$ cat src/rtl/tick_strobe_rx_if.sv
// ============================================================================
// Module  : tick_strobe_rx_if
// Purpose : Bundle of the slow-tap input, its control inputs and the strobe
//           outputs of tick_strobe_rx.
// Rev     : 1.0  initial release
// ============================================================================
`default_nettype none

interface tick_strobe_rx_if #(
    parameter int DIV_W = 4,
    parameter int CNT_W = 16
);
    logic             div_in;
    logic [DIV_W-1:0] ratio;
    logic             pause;
    logic             tick_raw;
    logic             strobe;
    logic [CNT_W-1:0] strobe_cnt;
    logic             stall;

    modport master (
        output div_in, ratio, pause,
        input  tick_raw, strobe, strobe_cnt, stall
    );

    modport slave (
        input  div_in, ratio, pause,
        output tick_raw, strobe, strobe_cnt, stall
    );
endinterface

`default_nettype wire

$ cat src/rtl/tick_strobe_rx.sv
// ============================================================================
// Module  : tick_strobe_rx
// Purpose : Synchronises a slow divided-clock tap into clk and turns its edges
//           into single-cycle enables, with sub-ratio, pause, strobe counter
//           and stall watchdog. Define BOTH_EDGE_EN to count both tap edges.
// Rev     : 1.0  initial release
// ============================================================================
`default_nettype none

module tick_strobe_rx #(
    parameter int SYNC_STAGES = 2,
    parameter int DIV_W       = 4,
    parameter int CNT_W       = 16,
    parameter int TIMEOUT     = 200000000
) (
    input  wire logic           clk,
    input  wire logic           rst,
    tick_strobe_rx_if.slave     bus
);
    localparam int c_tmr_w = $clog2(TIMEOUT + 1);

    logic [SYNC_STAGES-1:0] r_sync;
    logic                   r_cur;
    logic                   r_prev;
    logic [SYNC_STAGES+1:0] r_vld;
    logic [DIV_W-1:0]       r_cnt;
    logic [c_tmr_w-1:0]     r_timer;
    logic                   r_tick;
    logic                   r_strobe;
    logic [CNT_W-1:0]       r_strobe_cnt;
    logic                   r_stall;

    logic                   w_raw;
    logic                   w_count_en;
    logic [DIV_W-1:0]       w_ratio_eff;
    logic                   w_fire;
    logic [c_tmr_w-1:0]     w_timer_next;

    // r_vld marks chain stages that hold a genuine post-reset sample, so a tap
    // held high through reset cannot fake a 0->1 edge against cleared flops.
    always_ff @(posedge clk) begin
        if (rst) begin
            r_sync <= '0;
            r_cur  <= 1'b0;
            r_prev <= 1'b0;
            r_vld  <= '0;
        end else begin
            r_sync <= {r_sync[SYNC_STAGES-2:0], bus.div_in};
            r_cur  <= r_sync[SYNC_STAGES-1];
            r_prev <= r_cur;
            r_vld  <= {r_vld[SYNC_STAGES:0], 1'b1};
        end
    end

`ifdef BOTH_EDGE_EN
    assign w_raw = (r_cur ^ r_prev) & r_vld[SYNC_STAGES+1];
`else
    assign w_raw = r_cur & ~r_prev & r_vld[SYNC_STAGES+1];
`endif

    assign w_ratio_eff = (bus.ratio == '0) ? DIV_W'(1) : bus.ratio;
    assign w_count_en  = w_raw & ~bus.pause;
    // '>=' lets a ratio lowered mid-count fire on the next edge.
    assign w_fire      = w_count_en & (r_cnt >= (w_ratio_eff - DIV_W'(1)));

    always_comb begin
        w_timer_next = r_timer;
        if (w_raw) begin
            w_timer_next = '0;
        end else if (r_timer != c_tmr_w'(TIMEOUT)) begin
            w_timer_next = r_timer + c_tmr_w'(1);
        end
    end

    always_ff @(posedge clk) begin
        if (rst) begin
            r_cnt        <= '0;
            r_timer      <= '0;
            r_tick       <= 1'b0;
            r_strobe     <= 1'b0;
            r_strobe_cnt <= '0;
            r_stall      <= 1'b0;
        end else begin
            r_tick   <= w_raw;
            r_strobe <= w_fire;
            r_timer  <= w_timer_next;
            r_stall  <= (w_timer_next == c_tmr_w'(TIMEOUT));
            if (w_count_en) begin
                r_cnt <= w_fire ? '0 : r_cnt + DIV_W'(1);
            end
            if (w_fire) begin
                r_strobe_cnt <= r_strobe_cnt + CNT_W'(1);
            end
        end
    end

    assign bus.tick_raw   = r_tick;
    assign bus.strobe     = r_strobe;
    assign bus.strobe_cnt = r_strobe_cnt;
    assign bus.stall      = r_stall;

endmodule

`default_nettype wire

$ cat src/flat_wrapper.sv
// flat-port wrapper written by rule: the top's interface ports become plain ports
module tick_strobe_rx_flat 
#(
    parameter int SYNC_STAGES = 2,
    parameter int DIV_W       = 4,
    parameter int CNT_W       = 16,
    parameter int TIMEOUT     = 200000000
)
  (clk, rst, bus_div_in, bus_ratio, bus_pause, bus_tick_raw, bus_strobe, bus_strobe_cnt, bus_stall);
  tick_strobe_rx_if #(.DIV_W(DIV_W), .CNT_W(CNT_W)) bus_i ();
  input  wire logic clk;
  input  wire logic rst;
  input wire logic [$bits(bus_i.div_in)-1:0] bus_div_in;
  input wire logic [$bits(bus_i.ratio)-1:0] bus_ratio;
  input wire logic [$bits(bus_i.pause)-1:0] bus_pause;
  output wire logic [$bits(bus_i.tick_raw)-1:0] bus_tick_raw;
  output wire logic [$bits(bus_i.strobe)-1:0] bus_strobe;
  output wire logic [$bits(bus_i.strobe_cnt)-1:0] bus_strobe_cnt;
  output wire logic [$bits(bus_i.stall)-1:0] bus_stall;
  assign bus_i.div_in = bus_div_in;
  assign bus_i.ratio = bus_ratio;
  assign bus_i.pause = bus_pause;
  assign bus_tick_raw = bus_i.tick_raw;
  assign bus_strobe = bus_i.strobe;
  assign bus_strobe_cnt = bus_i.strobe_cnt;
  assign bus_stall = bus_i.stall;
  tick_strobe_rx #(.SYNC_STAGES(SYNC_STAGES), .DIV_W(DIV_W), .CNT_W(CNT_W), .TIMEOUT(TIMEOUT)) u_core (.clk(clk), .rst(rst), .bus(bus_i));
endmodule
$ cat config.mk
export PLATFORM = sky130hd
export DESIGN_NAME = tick_strobe_rx_flat
export DESIGN_NICKNAME = d
export VERILOG_FILES = /design/src/rtl/tick_strobe_rx_if.sv /design/src/rtl/tick_strobe_rx.sv /design/src/flat_wrapper.sv
export SDC_FILE = /design/constraint.sdc
export NUM_CORES = 1
export LEC_CHECK = 0
export CORE_MARGIN = 3
export CORE_UTILIZATION = 32
export DETAILED_ROUTE_END_ITERATION = 6
export GPL_ROUTABILITY_DRIVEN = 0
export SYNTH_ARGS = -nofsm -noshare
export SYNTH_HDL_FRONTEND = slang
export SYNTH_SLANG_ARGS = --single-unit
$ cat constraint.sdc
create_clock -name clk -period 2.59 [get_ports clk]
set_input_delay 0.259 -clock clk [delete_from_list [all_inputs] [get_ports clk]]
set_output_delay 0.259 -clock clk [all_outputs]
set_load 0.1 [all_outputs]
==> Yosys cells after proc, flatten, opt, wreduce, memory -nomap -nowiden <==
Cells that the tools add are included.
W data, S select, Z words.
{ "totals": {"regBits": 59, "latch_bits": 0, "mem_bits_rw": 0, "romBits": 0, "in_bits": 8, "elab_cells": 30, "n_memories": 0} }
{ "op_classes": {"add_sub_neg": 4, "n_mul": 0, "div": 0, "order_cmp": 1, "n_eq_ne": 2, "n_shift": 0, "muxes": 5, "bitwise_logic": 6, "reduce_logical": 1} }
{ "ops": {"columns": ["op", "count"], "rows": [
  ["$mux W28", 2],
  ["$add A28 B1 Y28 const B", 1],
  ["$eq A28 B28 Y1 const B", 1],
  ["$ne A28 B28 Y1 const B", 1],
  ["$add A16 B1 Y16 const B", 1],
  ["$mux W4", 2],
  ["$add A4 B1 Y4 const B", 1],
  ["$and A1 B1 Y1", 4],
  ["$ge A4 B4 Y1", 1],
  ["$logic_not A4 Y1", 1],
  ["$sub A4 B1 Y4 const B", 1],
  ["$not A1 Y1", 2],
  ["$mux W1", 1]
]} }

==> Longest topological paths before layout <==
{ "logic_depth": {"depth_word": 6, "ltp_mapped": 11} }

==> Least setup slack after synthesis <==
No wires, ideal clock.
{ "synth_timing": {"path_type": "register to register", "start": "register u_core.r_strobe_cnt[3] (netlist: u_core.bus.strobe_cnt[3])", "end": "register u_core.r_strobe_cnt[13] (netlist: u_core.bus.strobe_cnt[13])", "setup_time_ns": 0.070, "t_arrival_ns": 2.688, "required_time_ns": 2.520, "setup_slack_ns": -0.168, "stages_incl_launch_ff": 7, "n_path_buf": 0, "path_cell_list": "dfxtp_1 -> and4_1 -> and3_1 -> nand3_1 -> or3_1 -> or4_1 -> a21oi_1"} }
{ "synth_between": {"elab_chain_len": 1} }
{ "synth_rtl": {"columns": ["item", "line_no", "source"], "rows": [
  ["from (decl)", "tick_strobe_rx.sv:30", "logic [CNT_W-1:0] r_strobe_cnt;"],
  ["from (signal assigned)", "tick_strobe_rx.sv:92", "r_strobe_cnt <= r_strobe_cnt + CNT_W'(1);"],
  ["$add A16 B1 Y16", "tick_strobe_rx.sv:92", null]
]} }
No other way between the ends.
A chain may end at the register's enable or synchronous reset.

==> Final worst setup path <==
{ "layout_timing": {"start": "input bus_ratio[1]", "end": "register u_core.r_cnt[3]"} }
{ "layout_between": {"elab_chain_len": 6} }
{ "layout_rtl": {"columns": ["item", "line_no", "source"], "rows": [
  ["from (decl)", "flat_wrapper.sv:14", "input wire logic [$bits(bus_i.ratio)-1:0] bus_ratio;"],
  ["$logic_not A4 Y1", "tick_strobe_rx.sv:61", "assign w_ratio_eff = (bus.ratio == '0) ? DIV_W'(1) : bus.ratio;"],
  ["$mux W4 (*)", "tick_strobe_rx.sv:61", null],
  ["$sub A4 B1 Y4 (*)", "tick_strobe_rx.sv:64", "assign w_fire = w_count_en & (r_cnt >= (w_ratio_eff - DIV_W'(1)));"],
  ["$ge A4 B4 Y1 (*)", "tick_strobe_rx.sv:64", null],
  ["$and A1 B1 Y1 (*)", "tick_strobe_rx.sv:64", null],
  ["$mux W4 (*)", "tick_strobe_rx.sv:89", "r_cnt <= w_fire ? '0 : r_cnt + DIV_W'(1);"],
  ["to (signal assigned)", "tick_strobe_rx.sv:89", null],
  ["to (decl)", "tick_strobe_rx.sv:26", "logic [DIV_W-1:0] r_cnt;"]
]} }
Every way passes the cells marked *; elsewhere a longest branch is shown, timed or not.

==> flow_metrics.env <==
export IMPL_status="finished, final reports clean"
export IMPL_start_util_pct=33.80
export IMPL_die_area_um2=10640
export IMPL_required_ns=2.86
export IMPL_maxSlewHeadroom_pct=71.21
export IMPL_ys_seq_area_share_pct=39.12
export IMPL_fin_nets=406
export IMPL_yosys_area_top_type="dfxtp_1"
export IMPL_cts_tree="built"
export IMPL_fin_setup_tns_ns=0
export IMPL_fmax_ghz=0.4110
export IMPL_core_area_um2=8934
export IMPL_hold_buffers=0
export IMPL_switching_share_pct=25.92
export IMPL_startpoint_type="primary input"
export IMPL_p_leak_nw=1.326
export IMPL_drive_above_1_share_pct=18.53
export IMPL_tightest_slew_ns=0.4302
export IMPL_cts_buffers=9
export IMPL_setup_viol=0
export IMPL_num_vias=2621
export IMPL_grt_setup_unrepaired="no"
export IMPL_grt_pass1_vias=2416
export IMPL_clk_latency_ns=0.34
export IMPL_ctsResizeCount=0
export IMPL_worst_path_most_repeated_cell="a21o_1"
export IMPL_antenna_left=0
export IMPL_dp_cells=486
export IMPL_fp_dieW_um=103.1
export IMPL_drc_errors=0
export IMPL_root_buffer="clkbuf_8"
export IMPL_max_stage_delay_ns=0.50
export IMPL_globalRoute_totalOverflow=0
export IMPL_fin_cells=502
export IMPL_fin_crit_ns=2.433
export IMPL_cts_max_level=3
export IMPL_syn_num_nets=366
export IMPL_clk_pin_slew_worst_paths_ns=0.07
export IMPL_portBuffers=26
export IMPL_syn_inst=349
export IMPL_cts_sinks=59
export IMPL_n_antenna_cell=0
export IMPL_clock_skew_ns=0.006341
export IMPL_hold_path_startpoint="u_core.r_sync[1]"
export IMPL_wire_per_inst_um=13.47
export IMPL_ys_warn_count=0
export IMPL_post_cts_buffers=0
export IMPL_async_reset_ff_share_pct=0
export IMPL_internal_power_mw=1.313
export IMPL_pwr_share_comb_pct=6.6
export IMPL_io_pins=27
export IMPL_hold_class="flip-flop to flip-flop"
export IMPL_p_clk_share_pct=41.5
export IMPL_path_max_fanout=3
export IMPL_synth_edf_count=0
export IMPL_antenna_found_initial=0
export IMPL_yosysTopAreaCellShare_pct=39.12
export IMPL_syn_to_final_growth_pct=19.89
export IMPL_place_ws_ns=-0.1929
export IMPL_placement_rows=34
export IMPL_worst_path_max_delay_cell="or4_1"
export IMPL_post_dp_cell_area_um2=3452
export IMPL_grt_pass1_wl_um=11260
export IMPL_first_iter_violations=111
export IMPL_finalCritPeriodShare_pct=93.93
export IMPL_p_sw_mw=0.4594
export IMPL_power_mw=1.772
export IMPL_hold_viol=0
export IMPL_crit_path_cell_trace="clkdlybuf4s50_1 > nor3_1 > nor2_1 > ha_1 > ha_1 > a21o_1 > a21o_1 > a21o_1 > or4_1 > a31oi_1"
export IMPL_syn_avg_cell_area_um2=8.651
export IMPL_ys_types=48
export IMPL_firstDrtPassIters=4
export IMPL_routed_wl_um=6761
export IMPL_arrival_ns=2.70
export IMPL_yosys_most_used_dff="dfxtp_1"
export IMPL_synth_seq_cells=59
export IMPL_vdd_drop_max_mv=0.2006
export IMPL_p_per_area_nw_per_um2=489.6
export IMPL_grt_usage_pct=13.31
export IMPL_grt_max_degree=30
export IMPL_viasPerCell=5.221
export IMPL_drv_slew=0
export IMPL_ys_top_cells_by_area="dfxtp_1 (39%), nor2_1 (5.0%), xor2_1 (4.6%)"
export IMPL_r2r_start="u_core.r_timer[5]"
export IMPL_path_class="primary input to flip-flop"
export IMPL_die_h_um=103.1
export IMPL_power_frac_seq_pct=52.0
export IMPL_end_kind="flip-flop"
export IMPL_drv_cap=0
export IMPL_dp_hpwl_um=4777
export IMPL_worst_slack_ns=0.1572
export IMPL_final_area_um2=3620
export IMPL_synthesis_area_um2=3019
export IMPL_crit_path_start="bus_ratio[1]"
export IMPL_clk_path_buf_depth=2
export IMPL_n_fill_cell=937
-- Yosys cell counts (9+ instances only) --
cell type	n
dfxtp_1	59
or4_1	9
ha_1	9
nor3_1	10
a21oi_1	21
xnor2_1	13
o31ai_1	9
nor2_1	40
clkbuf_1	13
nand3_1	24
xor2_1	16
nand2_1	21
nor2b_1	9
nand4_1	13
-- logic make-up after synthesis --
kind of cell             synth area share [%]
AO/OA/AOI/OAI                           11.81
XOR/XNOR                                8.413
adder cells (fa/ha/maj)                 3.730
buffers and inverters                   4.600
flip-flops                              39.12
multiplexers                            1.368
AND/OR/NAND/NOR                         30.96
-- area by class of cell --
type	instances	area (µm²)	area share (%)
multi-input cells	263	1703	47.04
flip-flops and latches	59	1186	32.77
inverters	6	22.52	0.6222
clock buffers	9	123.9	3.422
repair buffers	50	405.4	11.20
well taps	108	135.1	3.733
clock inverters	7	43.79	1.210
-- worst max-delay path, delay by kind of cell --
kind / cells / cell delay [ns]
AND/OR/NAND/NOR: 3 / 0.75
adder cells (fa/ha/maj): 2 / 0.56
buffers and inverters: 1 / 0.42
AO/OA/AOI/OAI: 4 / 0.70
-- power by group through the flow --
stage / sequential (mW) / combinational, mW / clock (mW)
after floorplan: 0.940 / 0.0650 / 0
after global placement: 0.941 / 0.116 / 0
after detailed placement: 0.942 / 0.117 / 0
after CTS: 0.921 / 0.118 / 0.761
after global routing: 0.922 / 0.131 / 0.802
final: 0.921 / 0.116 / 0.735
-- layer usage --
metal / routed length [µm] / global-route usage [%] / vias up
met4: 39 / 3.586 / 0
met3: 298 / 4.533 / 7
met1: 3340 / 17.64 / 1221
li1: - / - / 1346
met5: 0 / 0 / -
met2: 3083 / 20.72 / 47
-- final timing paths --
path                      end  slack (ns)  depth (start not counted)
max           u_core.r_cnt[3]        0.16                         10
min              u_core.r_cur        0.43                          1
max reg2reg  u_core.bus.stall        0.27                          6
min reg2reg      u_core.r_cur        0.43                          1
-- registers in the layout (all words and copies together), names as in the netlist --
signal	count
u_core.r_vld	4
u_core.bus.strobe_cnt	16
u_core.r_cur	1
u_core.r_cnt	4
u_core.bus.stall	1
u_core.r_timer	28
u_core.bus.strobe	1
u_core.r_prev	1
u_core.r_sync	2
u_core.bus.tick_raw	1
-- metrics by stage --
step,util (%),hold slack [ns]
finish,40.52,0.4297
CTS,40.52,0.4355
global placement,38.64,0.4169
global route,40.52,0.4495
floorplan,-,0.3485
detailed placement,38.64,0.4242
-- cells in the final DEF (no fill, tap or decap), drive strengths merged, types with 4 or more instances in the layout --
cell type      instances
clkdlybuf4s50          7
nor2                  40
and3                   4
and4                   5
xnor2                 13
o31ai                  9
or3                    7
dfxtp                 59
nand2                 21
nand4                 13
nor4                   7
nand3                 25
a21oi                 21
buf                   43
xor2                  16
nand4b                 4
ha                     9
inv                    7
clkinv                 4
clkbuf                 9
nor2b                  9
or4                    9
nor3                  12
o21ai                  5
Power figures use the tool's default switching activity.
